`src/rtl/seg_scan_ctrl.sv`:
```
// seg_scan_ctrl: time-multiplexed common-anode seven-segment scanner.
// Owns the slot prescaler, digit index, one-cold anode drive, hex decode,
// per-slot dead time and a double-buffered display value that only changes
// at frame wrap.
// Optional: define SEG_LZ_BLANK_EN to suppress leading zeros.
module seg_scan_ctrl #(
    parameter int NUM_DIGITS   = 8,
    parameter int SLOT_CYCLES  = 100000,
    parameter int BLANK_CYCLES = 1000
) (
    input  logic                    clk,
    input  logic                    rst_n,
    input  logic                    en,
    input  logic                    load,
    input  logic [4*NUM_DIGITS-1:0] digits_in,
    input  logic [NUM_DIGITS-1:0]   dp_in,
    output logic [NUM_DIGITS-1:0]   an,
    output logic [6:0]              seg,
    output logic                    dp,
    output logic                    frame_done
);

    localparam int CW = $clog2(SLOT_CYCLES);
    localparam int IW = $clog2(NUM_DIGITS);
    localparam logic [CW-1:0] CNT_LAST  = CW'(SLOT_CYCLES - 1);
    localparam logic [CW-1:0] CNT_BLANK = CW'(BLANK_CYCLES);
    localparam logic [IW-1:0] IDX_LAST  = IW'(NUM_DIGITS - 1);

    logic [CW-1:0]                 cnt;
    logic [IW-1:0]                 idx;
    logic                          pend;
    logic [NUM_DIGITS-1:0][3:0]    disp_dig, pend_dig;
    logic [NUM_DIGITS-1:0]         disp_dp, pend_dp;
    logic                          slot_end, frame_wrap, blank_dig;

    assign slot_end   = en && (cnt == CNT_LAST);
    assign frame_wrap = slot_end && (idx == IDX_LAST);

    // Active-low {g,f,e,d,c,b,a} pattern for one hex nibble
    function automatic logic [6:0] decode(input logic [3:0] nib);
        case (nib)
            4'h0: decode = 7'b1000000;
            4'h1: decode = 7'b1111001;
            4'h2: decode = 7'b0100100;
            4'h3: decode = 7'b0110000;
            4'h4: decode = 7'b0011001;
            4'h5: decode = 7'b0010010;
            4'h6: decode = 7'b0000010;
            4'h7: decode = 7'b1111000;
            4'h8: decode = 7'b0000000;
            4'h9: decode = 7'b0010000;
            4'hA: decode = 7'b0001000;
            4'hB: decode = 7'b0000011;
            4'hC: decode = 7'b1000110;
            4'hD: decode = 7'b0100001;
            4'hE: decode = 7'b0000110;
            default: decode = 7'b0001110;
        endcase
    endfunction

`ifdef SEG_LZ_BLANK_EN
    logic [NUM_DIGITS-1:0] suppress;
    logic                  zero_above;
    // A digit is a leading zero when it and every higher nibble is zero and
    // its own decimal point is off; digit 0 always shows
    always_comb begin
        suppress   = '0;
        zero_above = 1'b1;
        for (int k = NUM_DIGITS - 1; k > 0; k--) begin
            suppress[k] = zero_above && (disp_dig[k] == 4'h0) && !disp_dp[k];
            zero_above  = zero_above && (disp_dig[k] == 4'h0);
        end
    end
    assign blank_dig = suppress[idx];
`else
    assign blank_dig = 1'b0;
`endif

    // Slot prescaler and digit index; both freeze while disabled
    always_ff @(posedge clk or negedge rst_n) begin
        if (!rst_n) begin
            cnt <= '0;
            idx <= '0;
        end else if (en) begin
            if (cnt == CNT_LAST) begin
                cnt <= '0;
                idx <= (idx == IDX_LAST) ? '0 : idx + 1'b1;
            end else begin
                cnt <= cnt + 1'b1;
            end
        end
    end

    // Double buffer: loads land in pending, committed at frame wrap so a
    // frame never mixes old and new digits
    always_ff @(posedge clk or negedge rst_n) begin
        if (!rst_n) begin
            pend     <= 1'b0;
            disp_dig <= '0;
            disp_dp  <= '0;
            pend_dig <= '0;
            pend_dp  <= '0;
        end else if (load && frame_wrap) begin
            disp_dig <= digits_in;
            disp_dp  <= dp_in;
            pend     <= 1'b0;
        end else begin
            if (frame_wrap && pend) begin
                disp_dig <= pend_dig;
                disp_dp  <= pend_dp;
                pend     <= 1'b0;
            end
            if (load) begin
                pend_dig <= digits_in;
                pend_dp  <= dp_in;
                pend     <= 1'b1;
            end
        end
    end

    // Registered pin drive: dead time, disable and suppression all blank
    always_ff @(posedge clk or negedge rst_n) begin
        if (!rst_n) begin
            an         <= '1;
            seg        <= 7'h7F;
            dp         <= 1'b1;
            frame_done <= 1'b0;
        end else begin
            frame_done <= frame_wrap;
            if (!en || (cnt < CNT_BLANK) || blank_dig) begin
                an  <= '1;
                seg <= 7'h7F;
                dp  <= 1'b1;
            end else begin
                an  <= ~(NUM_DIGITS'(1) << idx);
                seg <= decode(disp_dig[idx]);
                dp  <= ~disp_dp[idx];
            end
        end
    end

endmodule

```
`config.mk`:
```
export PLATFORM = sky130hd
export DESIGN_NAME = seg_scan_ctrl
export DESIGN_NICKNAME = d
export VERILOG_FILES = /design/src/rtl/seg_scan_ctrl.sv
export SDC_FILE = /design/constraint.sdc
export NUM_CORES = 1
export LEC_CHECK = 0
export CORE_ASPECT_RATIO = 2
export CORE_MARGIN = 2
export CORE_UTILIZATION = 40
export DETAILED_ROUTE_END_ITERATION = 7
export HOLD_SLACK_MARGIN = 0.06
export REMOVE_ABC_BUFFERS = 1
export SYNTH_ARGS = -nofsm -noshare
export SYNTH_HDL_FRONTEND = slang
export SYNTH_SLANG_ARGS = --single-unit
```
`constraint.sdc`:
```
create_clock -name clk -period 2.6 [get_ports clk]
set_input_delay 0.52 -clock clk [delete_from_list [all_inputs] [get_ports clk]]
set_output_delay 0.52 -clock clk [all_outputs]
set_load 0.01 [all_outputs]
```
==> results.toml <==
[floorplan]
die_x_um = 87.31
start_util = 0.4108
core_area_um2 = 13510
ioPinCount = 61
die-area_um2 = 14890
die_y_um = 170.6
rows = 60

[clock_tree]
cts.clk_slew.worst_paths_ps = 60
insertion_delay_ps = 410
postCtsSetupRepairBufs = 0
cts-htree-levels = 4
clock-sinks = 118
cts_buffers = 17
cts_max_path_buffers = 2
tritoncts = "yes"
clockRootBuffer = "clkbuf_16"

[place]
dp_hpwl_um = 9104
gp_congestion = 0.8082
io_buffers = 60
placedCellCount = 681

[logic_synthesis]
synth_flop_cell = "dfrtp_1"
synth_area_per_cell_um2 = 11.59
yosys.cell_types.count = 52
syn-instance-count = 479
yosysTopAreaCell = "dfrtp_1"
synth_top_area_frac = 0.4598
synth_area_leaders = "dfrtp_1 46%, o22ai_1 8.8%, mux2_1 7.9%, dfstp_2 7.6%, a21oi_1 3.7%"
async_reset_ff_frac = 1.000
synth.cells.most_frequent = "102 x dfrtp_1, 78 x o22ai_1, 41 x a21oi_1, 39 x mux2_1, 21 x nand2_1"
yosysSeqAreaShare = 0.5355
yosysMostFrequentCell = "dfrtp_1"
synth-edff-count = 0
ys_warn_count = 0
syn_area_um2 = 5552
ys_ff_latch = 118

[power]
clockPowerShare = 0.499
p_leak_nw = 3.071
pwr_density_cell_nw_per_um2 = 693.6
power.total_mw = 4.841
combinationalPowerShare = 0.077
pwr-share-seq = 0.424
p_switching_mw = 1.083
sw_frac_of_total = 0.2238
vdd_drop_max_v = 0.0005252
cell_internal_pwr_mw = 3.758

[job]
timing.max_cap.violations = 0

[setup_path]
critPathLaunchType = "flip-flop"
timing.rr.start = "idx[0]"
worstSetupEndpointType = "flip-flop"
critPathLaunch = "idx[0]"
crit_type = "reg2reg"
cp_max_fo = 7
endpoint = "seg[3]"
cp.arrival_ps = 2790
r2r_cells = 7
r2r_slack_ps = 120
r2r-end = "seg[3]"
required_ps = 2920

[timing]
fin_crit_sh = 0.9532
clock-skew-final_ps = 11.32
setup_violations = 0
final.min_clock_period_ps = 2478
rsz0062_at_grt = "false"
slew_violations = 0
max_freq_ghz = 0.4035
worst_slew_pin_slew_ps = 629.9
slew_headroom = 0.5800
hold_violations = 0

[routing]
drtIter0Drc = 180
viasPerCell = 5.868
drtAntennaViolNets = 0
vias = 4190
totalWireLength_um = 13920
wl_per_cell_um = 19.49
drcViolationCount = 0
drt-pass1-iter-count = 4

[finish]
areaGrowthSynthToFinish_pct = 25.74
instances_no_fill = 714
fillers = 1197
diodes = 0
fin_nets = 603
drive_above_1_share = 0.1610

[grt]
grt_max_degree = 48
antenna_found_initial = 0
gr-total-overflow = 0
grtUsageTotal = 0.1951
grt_pass1_vias = 4472
grt_pass1_wl_um = 22470

[min_path]
hold_path.class = "in2async"

[run_status]
status = "complete, no violations"
per-stage QoR:
| step | utilization | area, um^2 | worst slack, ps | TNS (ps) | hold slack [ps] |
|---|---|---|---|---|---|
| 6_report | 0.5166 | 6980 | 121.8 | 0 | 116.1 |
| 5_1_grt | 0.5166 | 6980 | 0.4992 | 0 | 174.0 |
| 4_1_cts | 0.5155 | 6965 | 72.07 | 0 | 148.8 |
| 3_5_place_dp | 0.4701 | 6352 | 3.443 | 0 | 480.7 |
| 3_3_place_gp | 0.4701 | 6352 | 120.2 | 0 | 473.8 |
| 2_1_floorplan | - | 5370 | -638.6 | -32100 | 224.4 |
registers in the layout (all words and copies together) (netlist names), 3 cells and up:
signal / count
disp_dig: 32
disp_dp: 8
cnt: 17
pend_dp: 8
seg: 7
idx: 3
an: 8
pend_dig: 32
timing repair:
action	in CTS	in global routing
hold buffers	0	0
gates resized for setup	1	2
gates cloned	0	1
setup endpoints to repair	1	39
worst min-delay path by stage:
stage | start | endpoint | slack [ps] | cells past startpoint
2_1_floorplan | rst_n | cnt[0] | 220 | 0
3_3_place_gp | pend_dig[30] | pend_dig[30] | 470 | 1
3_5_place_dp | cnt[8] | cnt[8] | 480 | 1
4_1_cts | rst_n | cnt[9] | 150 | 1
5_1_grt | rst_n | cnt[9] | 170 | 1
6_report | rst_n | cnt[7] | 120 | 1
critical path, stage by stage, from the launching register on:
cell and delay, ps:
dfrtp_2 490, mux4_2 530, mux2i_1 280, inv_1 160, ha_1 260, and3_1 160, a2111oi_0 430, a31oi_1 80
layout make-up:
cell class,count,area (um^2),share of cell area
repair buffers,82,792.0,0.1135
flip-flops and latches,118,2974,0.4261
multi-input cells,313,2356,0.3375
clock buffers,24,491.7,0.07044
inverters,14,52.55,0.007528
well taps,155,193.9,0.02778
clock inverters,8,120.1,0.01721
cells in the final DEF (no fill, tap or decap), types with 16 or more instances in the layout:
cell	Yosys	final
nor2_1	20	20
a21oi_1	41	41
dfrtp_1	102	101
clkbuf_16	0	17
buf_4	1	20
nand2_1	21	21
o22ai_1	78	78
mux2_1	39	39
dfstp_2	16	16
clkdlybuf4s50_1	0	59
metal layers:
| metal | vias to the layer above | track usage | part of all wire | routed length, um |
|---|---|---|---|---|
| met5 | - | 0 | 0 | 0 |
| met4 | 0 | 0.08896 | 0.026 | 360 |
| met3 | 23 | 0.03763 | 0.028 | 386 |
| met2 | 103 | 0.3521 | 0.56 | 7790 |
| met1 | 2133 | 0.2148 | 0.39 | 5380 |
| li1 | 1931 | - | - | - |
power groups by stage:
stage                     clock (mW)  combinational, mW  sequential (mW)
after floorplan                    0              0.187             2.06
after global placement             0              0.356             2.08
after detailed placement           0              0.370             2.08
after CTS                       2.46              0.374             2.05
after global routing            2.54              0.411             2.07
final                           2.42              0.371             2.06
kinds of logic (layout without fill, tap and decap cells):
logic type	count (synthesis)	count (layout)	synth area share
compound gates	146	146	0.1600
flops	118	118	0.5355
simple gates	80	81	0.07708
mux	59	59	0.1339
buf+inv	49	128	0.04214
xor+xnor	14	14	0.02209
fa+ha+maj	13	13	0.02930
Note: power is estimated with default switching activity, not from simulation.
